--- src/rtl/regfile_mp.sv ---
// regfile_mp: multi-port integer register file for the NPC core.
// NRD combinational read ports, two write ports (port 1 wins on a collision),
// optional same-cycle write-to-read bypass, optional hard-wired zero r0, and
// a clear sequencer that zeroes one entry per cycle after reset or on request.
module regfile_mp #(
    parameter int XLEN    = 64,
    parameter int NREG    = 32,
    parameter int AW      = $clog2(NREG),
    parameter int NRD     = 2,
    parameter bit BYPASS  = 1'b1,
    parameter bit ZERO_R0 = 1'b1
) (
    input  logic                clk,
    input  logic                rst,
    input  logic                clr_req,
    output logic                ready,
    input  logic                wen0,
    input  logic [AW-1:0]       waddr0,
    input  logic [XLEN-1:0]     wdata0,
    input  logic                wen1,
    input  logic [AW-1:0]       waddr1,
    input  logic [XLEN-1:0]     wdata1,
    input  logic [NRD*AW-1:0]   raddr,
    output logic [NRD*XLEN-1:0] rdata
);

    localparam logic [0:0]  ST_CLEAR = 1'b0;
    localparam logic [0:0]  ST_RUN   = 1'b1;
    localparam logic [AW:0] CNT_LAST = (AW+1)'(NREG - 1);

    logic [0:0]      state_q, state_d;
    logic [AW:0]     cnt_q, cnt_d;
    logic [XLEN-1:0] mem_q [NREG];

    logic clr_wr;   // clear sequencer owns the array write port this cycle
    logic we0;      // port 0 write actually lands in the array
    logic we1;      // port 1 write actually lands in the array

    assign ready  = (state_q == ST_RUN);
    assign clr_wr = !rst && (state_q == ST_CLEAR);

    // Writes are only accepted in RUN, never during rst, and never to r0 when it is hard-wired.
    assign we0 = !rst && ready && wen0 && !(ZERO_R0 && (waddr0 == '0));
    assign we1 = !rst && ready && wen1 && !(ZERO_R0 && (waddr1 == '0));

    // Next-state logic: walk the clear counter, leave for RUN after the last entry, re-enter on clr_req.
    always_comb begin
        // NOTE: defaults first so every path assigns every output; no latches are inferred.
        state_d = state_q;
        cnt_d   = cnt_q;
        if (state_q == ST_CLEAR) begin
            cnt_d = cnt_q + 1'b1;
            if (cnt_q == CNT_LAST) begin
                state_d = ST_RUN;
            end
        end else if (clr_req) begin
            state_d = ST_CLEAR;
            cnt_d   = '0;
        end
    end

    // Control state register; rst restarts the clear sequence from entry 0.
    always_ff @(posedge clk) begin
        // NOTE: sequential state uses non-blocking assignments so all registers update together.
        if (rst) begin
            state_q <= ST_CLEAR;
            cnt_q   <= '0;
        end else begin
            state_q <= state_d;
            cnt_q   <= cnt_d;
        end
    end

    // Register array: the clear sequencer, else port 0 then port 1 so port 1 wins on equal addresses.
    always_ff @(posedge clk) begin
        // NOTE: the array has no reset branch; the clear sequencer zeroes it so it maps onto plain RAM.
        if (clr_wr) begin
            mem_q[cnt_q[AW-1:0]] <= '0;
        end else begin
            if (we0) begin
                mem_q[waddr0] <= wdata0;
            end
            if (we1) begin
                mem_q[waddr1] <= wdata1;
            end
        end
    end

    // Read ports: zero while not ready or for r0, then bypass (port 1 first), then stored value.
    always_comb begin
        rdata = '0;
        for (int i = 0; i < NRD; i++) begin
            if (ready && !(ZERO_R0 && (raddr[i*AW +: AW] == '0))) begin
                if (BYPASS && we1 && (waddr1 == raddr[i*AW +: AW])) begin
                    rdata[i*XLEN +: XLEN] = wdata1;
                end else if (BYPASS && we0 && (waddr0 == raddr[i*AW +: AW])) begin
                    rdata[i*XLEN +: XLEN] = wdata0;
                end else begin
                    rdata[i*XLEN +: XLEN] = mem_q[raddr[i*AW +: AW]];
                end
            end
        end
    end

endmodule

--- config.mk ---
export PLATFORM = sky130hd
export DESIGN_NAME = regfile_mp
export DESIGN_NICKNAME = d
export VERILOG_FILES = /design/src/rtl/regfile_mp.sv
export SDC_FILE = /design/constraint.sdc
export NUM_CORES = 2
export LEC_CHECK = 0
export ABC_CLOCK_PERIOD_IN_PS = 10600
export CORE_ASPECT_RATIO = 1.4
export CORE_UTILIZATION = 50
export DETAILED_ROUTE_END_ITERATION = 8
export PLACE_DENSITY = 0.71
export SYNTH_ARGS = -nofsm -noshare
export SYNTH_HDL_FRONTEND = slang
export SYNTH_SLANG_ARGS = --single-unit
export TNS_END_PERCENT = 100
--- constraint.sdc ---
create_clock -name clk -period 10.6 [get_ports clk]
set_input_delay 1.59 -clock clk [delete_from_list [all_inputs] [get_ports clk]]
set_output_delay 1.59 -clock clk [all_outputs]
set_load 0.01 [all_outputs]
==> impl_metrics.ini <==
[critical_path]
critPathLaunchType = primary input
worstSetupStartpoint = rst
critPathRequiredTime_ns = 9.01
cp-end-kind = output pin
rr_worst_depth = 7
r2r-end = mem_q[25][46]$_DFFE_PP_
crit_end = rdata[64]
critPathKind = primary input to output pin
r2r-start = ready$_SDFF_PP0_
rrSetupSlack_ns = 5.22
cp_max_fo = 45
crit_arrival_ns = 6.61

[run]
drv_cap = 1

[synth]
syn_area_um2 = 118300
syn_avg_cell_area_um2 = 12.54
synthTopCellsByCount = nand2_1 (2136), edfxtp_1 (2048), o21ai_0 (1991)
ys_seq_area_share_pct = 52.09
yosys.area.top_type = edfxtp_1
netlist_instances = 9438
synth_top_area_share_pct = 51.97
synth_edf_count = 2048
synth_ff_type = edfxtp_1
yosys_warnings = 0
synth.area.top_cells = edfxtp_1 (52%), mux4_2 (24%), o21ai_0 (8.4%)
synth_cell_type_count = 62
synth.ff_latch_count = 2055
async_flop_share_pct = 0
synthesis.nets = 9592
yosysMostFrequentCell = nand2_1

[pwr]
netSwitchingFraction_pct = 23.38
p_per_area_nw_per_um2 = 135.5
irDropWorstVdd_uv = 130.6
p_int_w = 0.01339
p_leak_nw = 36.17
clockPowerShare_pct = 41.7
p_sw_w = 0.004085
total_power_w = 0.01747
p_comb_share_pct = 7.4
seqPwrFrac_pct = 50.9

[sta]
worst_pin_slew_ns = 1.486
setup_viol = 0
slew_headroom_pct = 0.6721
fin_tns_setup_ns = 0
min_period_ns = 8.201
fin_skew_ns = 0.06569
drv_slew = 0
final.period_utilization_pct = 77.37
fmax_mhz = 121.9
rsz0062_at_grt = no
hold_viol = 0

[clock_network]
cts_resized = 0
clk_latency_ns = 0.92
cts.sinks = 2055
cts_setup_buffers = 0
cts_hold_buf = 0
htreeDepth = 4
clkTransAtPathRegs_ns = 0.07
cts-root-buf = clkbuf_16
numCtsBuffers = 212
tritoncts = yes
cts_buffer_depth = 4

[die]
pin_count = 282
coreArea_um2 = 234600
rows = 210
start_util_pct = 50.43
die-height_um = 577.6
dieArea_um2 = 238600
die_w_um = 413.2

[hold_path]
hp-class = register to register
min_path_cells = 1

[final_layout]
drive_above_1_share_pct = 20.46
area_delta_synth_final_pct = 8.965
fin_area_um2 = 128900
nNetsFinal = 9037

[detailed_routing]
vias = 89240
wl_per_cell_um = 36.73
drt_iter0_drc = 17990
drt_pass1_iterations = 8
vias_per_cell = 7.359
drcViolationCount = 0
ant_nets = 0
totalWireLength_um = 445400

[global_route]
grt_overflow = 0
grt_pass1_vias = 86340
grt_antenna_before_repair = 20
grt_use_total_pct = 36.93
grt_max_degree = 140
grt_pass1_wl_um = 623100

[placement]
dpl.hpwl_um = 239000
place.gp.congestion = 0.8829
place_area_um2 = 122500
portBuffers = 281

[run_status]
violations = capacitance limit
status = complete, but fails checks
[through the flow]
stage               util, %  hold slack (ns)  setup WS, ns  cells
detailed placement    52.20           0.5486         2.735  11740
global route          54.95           0.5942         2.484  12120
finish                54.95           0.5700         2.399  12130
floorplan                 -           0.4932         3.768   9438
global placement      52.20           0.5153         2.779  11740
CTS                   54.93           0.5615         2.691  12110
[layout make-up]
cell class | instances | area [um^2]
Fill cell | 18400 | 105700
Sequential cell | 2055 | 61640
Multi-Input combinational cell | 6048 | 51900
Clock buffer | 259 | 5524
Timing Repair Buffer | 501 | 4866
Tap cell | 3074 | 3846
Clock inverter | 113 | 889.6
Inverter | 65 | 251.5
Antenna cell | 11 | 27.53
[registers in the layout (all words and copies together), names as in the netlist]
name   count
cnt_q      6
mem_q   2048
ready      1
[worst max-delay path, cell delays in order]
cell             delay (ns)
clkdlybuf4s50_1        0.63
and3b_1                0.51
o21a_4                 0.73
and4_4                 1.19
a211oi_1               0.10
o31ai_1                1.04
clkdlybuf4s50_1        0.72
[layer usage]
metal / global-route usage [%] / vias to the layer above / share of wire [%]
li1: - / 34800 / -
met5: 0 / - / 0.036
met1: 47.24 / 43140 / 31
met4: 22.90 / 16 / 7.6
met2: 53.49 / 9167 / 43
met3: 13.47 / 2121 / 19
[worst min path at each step]
stage                     startpoint                     to  slack, ns
6_report       cnt_q[0]$_SDFFE_PP0P_  cnt_q[0]$_SDFFE_PP0P_       0.57
5_1_grt        cnt_q[0]$_SDFFE_PP0P_  cnt_q[0]$_SDFFE_PP0P_       0.59
4_1_cts        cnt_q[0]$_SDFFE_PP0P_  cnt_q[0]$_SDFFE_PP0P_       0.56
3_5_place_dp   cnt_q[0]$_SDFFE_PP0P_  cnt_q[0]$_SDFFE_PP0P_       0.55
3_3_place_gp   cnt_q[5]$_SDFFE_PP0P_  cnt_q[5]$_SDFFE_PP0P_       0.52
2_1_floorplan  cnt_q[5]$_SDFFE_PP0P_  cnt_q[5]$_SDFFE_PP0P_       0.49
[power groups by stage]
stage                     Combinational (W)  Clock [W]  Sequential [W]
after floorplan                    0.000845          0         0.00905
after global placement              0.00124          0         0.00906
after detailed placement            0.00125          0         0.00906
after CTS                           0.00126    0.00724         0.00889
after global routing                0.00132    0.00749         0.00889
final                               0.00130    0.00729         0.00889
[cells by family (layout without fill, tap and decap cells)]
| group | count (synthesis) | in the layout | synth area share [%] |
|---|---|---|---|
| buf+inv | 1335 | 938 | 4.655 |
| xor+xnor | 21 | 21 | 0.1554 |
| flops | 2055 | 2055 | 52.09 |
| other cells | 0 | 11 | 0 |
| compound gates | 2306 | 2306 | 10.59 |
| mux | 1297 | 1297 | 24.40 |
| fa+ha+maj | 1 | 1 | 0.01057 |
| simple gates | 2423 | 2423 | 8.100 |
[cells in the final DEF (no fill, tap or decap), types with 29 or more instances in the layout]
master | Yosys | routed
inv_1 | 65 | 64
buf_12 | 0 | 29
a221o_1 | 59 | 59
o21ai_0 | 1991 | 1991
a211oi_1 | 64 | 64
o22a_1 | 57 | 57
mux4_2 | 1270 | 1270
clkbuf_1 | 959 | 45
clkinv_1 | 0 | 55
o31ai_1 | 62 | 62
clkinv_2 | 0 | 34
nor2_4 | 0 | 32
nand2_1 | 2136 | 2136
nor2_1 | 111 | 79
buf_4 | 60 | 191
clkdlybuf4s50_1 | 0 | 273
clkbuf_16 | 0 | 214
o22ai_4 | 0 | 31
edfxtp_1 | 2048 | 2048
nor2b_1 | 125 | 125
Power figures use the tool's default switching activity.
